===== src/rtl/reg_access_ctrl.sv =====
// Register file initiator: sequences READ/WRITE/MOVE/SWAP commands into single-cycle
// register file bus operations and returns one response per command.
module reg_access_ctrl #(
    parameter int OPERAND_SIZE = 8,
    parameter int NUM_REGS     = 8,
    parameter int SEL_W        = 8
) (
    input  logic                    clk,
    input  logic                    reset,
    input  logic                    cmd_valid,
    output logic                    cmd_ready,
    input  logic [1:0]              cmd_op,
    input  logic [SEL_W-1:0]        cmd_rs,
    input  logic [SEL_W-1:0]        cmd_rd,
    input  logic [OPERAND_SIZE-1:0] cmd_data,
    output logic                    rsp_valid,
    input  logic                    rsp_ready,
    output logic [OPERAND_SIZE-1:0] rsp_data,
    output logic                    rsp_err,
    output logic                    busy,
    output logic                    rf_enable,
    output logic                    rf_read,
    output logic                    rf_write,
    output logic [SEL_W-1:0]        rf_select,
    output logic [OPERAND_SIZE-1:0] rf_data_in,
    input  logic [OPERAND_SIZE-1:0] rf_data_out
);

    typedef enum logic [2:0] {IDLE, RD1, RD2, WR1, WR2, RESP} state_t;

    localparam logic [1:0] OP_READ  = 2'b00;
    localparam logic [1:0] OP_WRITE = 2'b01;
    localparam logic [1:0] OP_MOVE  = 2'b10;
    localparam logic [1:0] OP_SWAP  = 2'b11;

    state_t                  state_q;
    logic [1:0]              op_q;
    logic [SEL_W-1:0]        rs_q;
    logic [SEL_W-1:0]        rd_q;
    logic [OPERAND_SIZE-1:0] wdata_q;
    logic [OPERAND_SIZE-1:0] tmpA_q;
    logic [OPERAND_SIZE-1:0] tmpB_q;
    logic                    secondRead_q;
    logic                    err_q;

    logic                    cmd_ready_q;
    logic                    rsp_valid_q;
    logic [OPERAND_SIZE-1:0] rsp_data_q;
    logic                    rsp_err_q;
    logic                    busy_q;
    logic                    rf_enable_q;
    logic                    rf_read_q;
    logic                    rf_write_q;
    logic [SEL_W-1:0]        rf_select_q;
    logic [OPERAND_SIZE-1:0] rf_data_in_q;

    logic [OPERAND_SIZE-1:0] tmpA_d;
    logic [OPERAND_SIZE-1:0] tmpB_d;
    logic                    cmdErr;

    function automatic logic outOfRange(input logic [SEL_W-1:0] idx);
        return 32'(idx) >= 32'(NUM_REGS);
    endfunction

    // A read issued last cycle lands here; the first read of a command fills tmpA, the second tmpB.
    always_comb begin
        tmpA_d = tmpA_q;
        tmpB_d = tmpB_q;
        if (rf_read_q && !secondRead_q) tmpA_d = rf_data_out;
        if (rf_read_q && secondRead_q)  tmpB_d = rf_data_out;
    end

    always_comb begin
        cmdErr = 1'b0;
        case (cmd_op)
            OP_READ:  cmdErr = outOfRange(cmd_rs);
            OP_WRITE: cmdErr = outOfRange(cmd_rd);
            default:  cmdErr = outOfRange(cmd_rs) || outOfRange(cmd_rd);
        endcase
    end

    always_ff @(posedge clk or negedge reset) begin
        if (!reset) begin
            state_q      <= IDLE;
            op_q         <= '0;
            rs_q         <= '0;
            rd_q         <= '0;
            wdata_q      <= '0;
            tmpA_q       <= '0;
            tmpB_q       <= '0;
            secondRead_q <= 1'b0;
            err_q        <= 1'b0;
            cmd_ready_q  <= 1'b0;
            rsp_valid_q  <= 1'b0;
            rsp_data_q   <= '0;
            rsp_err_q    <= 1'b0;
            busy_q       <= 1'b0;
            rf_enable_q  <= 1'b0;
            rf_read_q    <= 1'b0;
            rf_write_q   <= 1'b0;
            rf_select_q  <= '0;
            rf_data_in_q <= '0;
        end else begin
            tmpA_q       <= tmpA_d;
            tmpB_q       <= tmpB_d;
            if (rf_read_q) secondRead_q <= 1'b1;
            rf_enable_q  <= 1'b0;
            rf_read_q    <= 1'b0;
            rf_write_q   <= 1'b0;
            rf_select_q  <= '0;
            rf_data_in_q <= '0;

            case (state_q)
                IDLE: begin
                    if (cmd_ready_q && cmd_valid) begin
                        op_q         <= cmd_op;
                        rs_q         <= cmd_rs;
                        rd_q         <= cmd_rd;
                        wdata_q      <= cmd_data;
                        err_q        <= cmdErr;
                        secondRead_q <= 1'b0;
                        cmd_ready_q  <= 1'b0;
                        busy_q       <= 1'b1;
                        if (cmdErr)                 state_q <= RESP;
                        else if (cmd_op == OP_WRITE) state_q <= WR1;
                        else                        state_q <= RD1;
                    end else begin
                        cmd_ready_q <= !rsp_valid_q;
                    end
                end
                RD1: begin
                    rf_enable_q <= 1'b1;
                    rf_read_q   <= 1'b1;
                    rf_select_q <= rs_q;
                    if (op_q == OP_READ)      state_q <= RESP;
                    else if (op_q == OP_MOVE) state_q <= WR1;
                    else                      state_q <= RD2;
                end
                RD2: begin
                    rf_enable_q <= 1'b1;
                    rf_read_q   <= 1'b1;
                    rf_select_q <= rd_q;
                    state_q     <= WR1;
                end
                WR1: begin
                    rf_enable_q  <= 1'b1;
                    rf_write_q   <= 1'b1;
                    rf_select_q  <= rd_q;
                    rf_data_in_q <= (op_q == OP_WRITE) ? wdata_q : tmpA_d;
                    state_q      <= (op_q == OP_SWAP) ? WR2 : RESP;
                end
                WR2: begin
                    rf_enable_q  <= 1'b1;
                    rf_write_q   <= 1'b1;
                    rf_select_q  <= rs_q;
                    rf_data_in_q <= tmpB_d;
                    state_q      <= RESP;
                end
                RESP: begin
                    if (!rsp_valid_q) begin
                        rsp_valid_q <= 1'b1;
                        rsp_err_q   <= err_q;
                        if (err_q)                 rsp_data_q <= '0;
                        else if (op_q == OP_WRITE) rsp_data_q <= wdata_q;
                        else                       rsp_data_q <= tmpA_d;
                    end else if (rsp_ready) begin
                        rsp_valid_q <= 1'b0;
                        rsp_err_q   <= 1'b0;
                        rsp_data_q  <= '0;
                        busy_q      <= 1'b0;
                        state_q     <= IDLE;
                    end
                end
                default: state_q <= IDLE;
            endcase
        end
    end

    assign cmd_ready  = cmd_ready_q;
    assign rsp_valid  = rsp_valid_q;
    assign rsp_data   = rsp_data_q;
    assign rsp_err    = rsp_err_q;
    assign busy       = busy_q;
    assign rf_enable  = rf_enable_q;
    assign rf_read    = rf_read_q;
    assign rf_write   = rf_write_q;
    assign rf_select  = rf_select_q;
    assign rf_data_in = rf_data_in_q;

endmodule


===== config.mk =====
export PLATFORM = sky130hd
export DESIGN_NAME = reg_access_ctrl
export DESIGN_NICKNAME = d
export VERILOG_FILES = /design/src/rtl/reg_access_ctrl.sv
export SDC_FILE = /design/constraint.sdc
export NUM_CORES = 1
export LEC_CHECK = 0
export CAP_MARGIN = 20
export CORE_MARGIN = 2
export CORE_UTILIZATION = 40
export DETAILED_ROUTE_END_ITERATION = 12
export HOLD_SLACK_MARGIN = 0.03
export MAX_ROUTING_LAYER = met4
export PLACE_DENSITY = 0.71
export SLEW_MARGIN = 20
export SYNTH_ARGS = -nofsm -noshare
export SYNTH_HDL_FRONTEND = slang
export SYNTH_SLANG_ARGS = --single-unit

===== constraint.sdc =====
create_clock -name clk -period 3.47 [get_ports clk]
set_input_delay 0.5205 -clock clk [delete_from_list [all_inputs] [get_ports clk]]
set_output_delay 0.5205 -clock clk [all_outputs]
set_load 0.01 [all_outputs]

==> flow_summary.toml <==
[clocking]
cts_inserted_buffers = 9
tritoncts_num_sinks = 78
holdBufCountCts = 0
root_buffer = "sky130_fd_sc_hd__clkbuf_8"
post_cts.resized_instances = 0
path_clk_slew_ns = 0.08
post_cts_buffers = 0
clk_path_buf_depth = 2
cts.htree.levels = 3
worstSkewPairLatency_ns = 0.34
cts_tree = "done"

[detailed_routing]
route.vias.total = 2332
drt-pass1-iter-count = 4
route.antenna.remaining_nets = 0
routed_wirelength_um = 6950
wl_cell_um = 14.8
detail_route.vias_per_cell = 4.97
remaining_drc_errors = 0
drt-initial-drc-count = 95

[logic_synthesis]
synthesis.area_per_instance_um2 = 10.8
largest_area_contributor_in_the_netlist = "sky130_fd_sc_hd__dfrtp_1"
synth_commonest_cells = "sky130_fd_sc_hd__nand2_1 (99), sky130_fd_sc_hd__dfrtp_1 (78), sky130_fd_sc_hd__o21ai_0 (19)"
netlist-cell-type-count = 34
syn-instance-count = 295
post-synth-top-area-fraction = 0.615
synth.most_common_cell = "sky130_fd_sc_hd__nand2_1"
synth_sequential_area_ratio = 0.615
mappedNetlistNets = 333
synth_top_flop_cell = "sky130_fd_sc_hd__dfrtp_1"
asyncSetResetFlopFracSynth = 1.00
yosysWarningCount = 0
edff_count_synth = 0
synth.ff_latch_count = 78
synth.cell_area_um2 = 3170
synth.area.top_cells = "sky130_fd_sc_hd__dfrtp_1 (62%), sky130_fd_sc_hd__nand2_1 (12%), sky130_fd_sc_hd__mux2_2 (5.0%), sky130_fd_sc_hd__o21ai_0 (3.0%), sky130_fd_sc_hd__mux2i_1 (2.5%)"

[sta]
final.setup.tns_ns = 0
finalSetupViolations = 0
timing_worst_slew_pin_value_ns = 0.937
max_clock_freq_mhz = 468
finalWorstPathRequiredPeriod_ns = 2.14
finalHoldWorstSlack_ns = 0.320
period_share = 0.616
slew_violations = 0
finalClockSkew_ns = 0.00472
timing.final.hold_violations = 0
slew-limit-headroom = 0.376
grt_setup_unrepaired = "no"

[floorplanning]
chipHeight_um = 93.0
num_rows = 32
initial_utilization = 0.413
die_width_um = 93.0
design.die.area_um2 = 8660
std_cell_core_area_um2 = 7690
ioPinCount = 69

[run]
maxCapViolCount = 0

[setup_path]
crit_path_max_fanout = 27
rr_endpoint = "state_q[2]"
critical_path.endpoint_type = "flop"
max_stage_delay_ns = 0.65
timing_worst_setup_path_type = "reg2reg"
cp_data_arrival_time_ns = 2.40
worst_ep_required_time_ns = 3.73
reg2reg_from = "state_q[1]"
timing.reg2reg.setup_slack_ns = 1.33
cp-start-kind = "flop"
worstRegToRegCells = 4
crit_path_cells = "nor3_4 -> nand3_4 -> or4_1 -> o211ai_1"
max_stage_delay_cell_worst_path = "sky130_fd_sc_hd__or4_1"

[power]
power-per-cell-area_nw_per_um2 = 852
power.static_leakage_nw = 1.89
vdd_drop_max_uv = 333
report.power.total_w = 0.00353

[grt]
grt_overflow = 0
antenna_found_initial = 0
grt_start_max_net_pins = 79
gr-usage-all-layers = 0.176
first_pass_grt_wire_length_um = 11300
vias_in_the_first_global_route = 2323

[finish]
diodes = 0
area_delta_synth_final_pct = 30.7
layout.core_utilization = 0.539
nNetsFinal = 400
final_layout_size_suffix_gt1_frac = 0.0954

[placement]
place.gp.congestion = 0.785
port_buffers = 68
dp_wirelength_um = 4700

[run_status]
run_status = "complete, no violations"

[min_path]
worst_hold_path_type = "in2async"
layer usage:
metal	GRT usage	routed length (µm)	vias to the layer above
met3	0.0419	408	6
met5	-	0	-
li1	-	-	1125
met2	0.248	3230	77
met4	0.0686	56	0
met1	0.248	3250	1124
flip-flops by register name (all words and copies together), names as in the netlist, 2 cells and up:
| register | flops |
|---|---|
| op_q | 2 |
| rd_q | 8 |
| rf_data_in | 8 |
| rf_select | 8 |
| rs_q | 8 |
| rsp_data | 8 |
| state_q | 3 |
| tmpA_q | 8 |
| tmpB_q | 8 |
| wdata_q | 8 |
report_power, final:
part	total, W	switching (W)	internal (W)
logic	0.00122	0.000594	0.000624
registers	0.00158	0.000267	0.00131
clock network	0.000739	0.000315	0.000423
cell usage in the layout, fill, tap and decap left out, types with 4 or more instances in the layout:
master and n:
sky130_fd_sc_hd__o2bb2ai_1 8, sky130_fd_sc_hd__buf_4 4, sky130_fd_sc_hd__nand2_1 99, sky130_fd_sc_hd__mux2i_1 8, sky130_fd_sc_hd__mux2_2 14, sky130_fd_sc_hd__a22oi_1 8, sky130_fd_sc_hd__o21ai_0 19, sky130_fd_sc_hd__clkdlybuf4s50_1 67
sky130_fd_sc_hd__a21oi_1 4, sky130_fd_sc_hd__nor2_1 5, sky130_fd_sc_hd__dfrtp_1 78, sky130_fd_sc_hd__nand2b_1 4, sky130_fd_sc_hd__clkbuf_8 10
kinds of logic (layout without fill, tap and decap cells):
| kind of cell | count (synthesis) | in the layout | share of synthesized area |
|---|---|---|---|
| and+or+nand+nor | 126 | 126 | 0.173 |
| DFF | 78 | 78 | 0.615 |
| AOI/OAI and AO/OA | 48 | 48 | 0.0986 |
| muxes | 25 | 25 | 0.0856 |
| buffers and inverters | 17 | 89 | 0.0245 |
| xor gates and xnor gates | 1 | 1 | 0.00276 |
layout make-up:
class / instances / area (µm²)
clock buffer: 12 / 145
clock inverter: 4 / 70.1
fill: 695 / 3540
inverter: 2 / 7.51
multi-input combinational: 200 / 1140
sequential: 78 / 1950
tap: 102 / 128
timing repair buffer: 71 / 701
worst max path at each step:
stage               depth (start not counted)          to       start
global route                                4  state_q[2]  state_q[1]
floorplan                                   4  state_q[2]   cmd_rs[7]
detailed placement                          4  state_q[2]   cmd_valid
global placement                            4  state_q[2]   cmd_valid
CTS                                         4  state_q[2]  state_q[1]
finish                                      4  state_q[2]  state_q[1]
through the flow:
| stage | setup WS, ns | instance area, µm² | cells |
|---|---|---|---|
| after CTS | 1.33 | 4150 | 469 |
| after floorplan | 1.86 | 3170 | 295 |
| after global routing | 1.21 | 4150 | 469 |
| after detailed placement | 1.20 | 3930 | 453 |
| final | 1.33 | 4150 | 469 |
| after global placement | 1.27 | 3930 | 453 |
critical path, delay by kind of cell, from the launching register on:
| family | cells | cell delay (ns) |
|---|---|---|
| AO/OA/AOI/OAI | 1 | 0.11 |
| flip-flops | 1 | 0.62 |
| AND/OR/NAND/NOR | 3 | 1.31 |
Note: power is estimated with default switching activity, not from simulation.
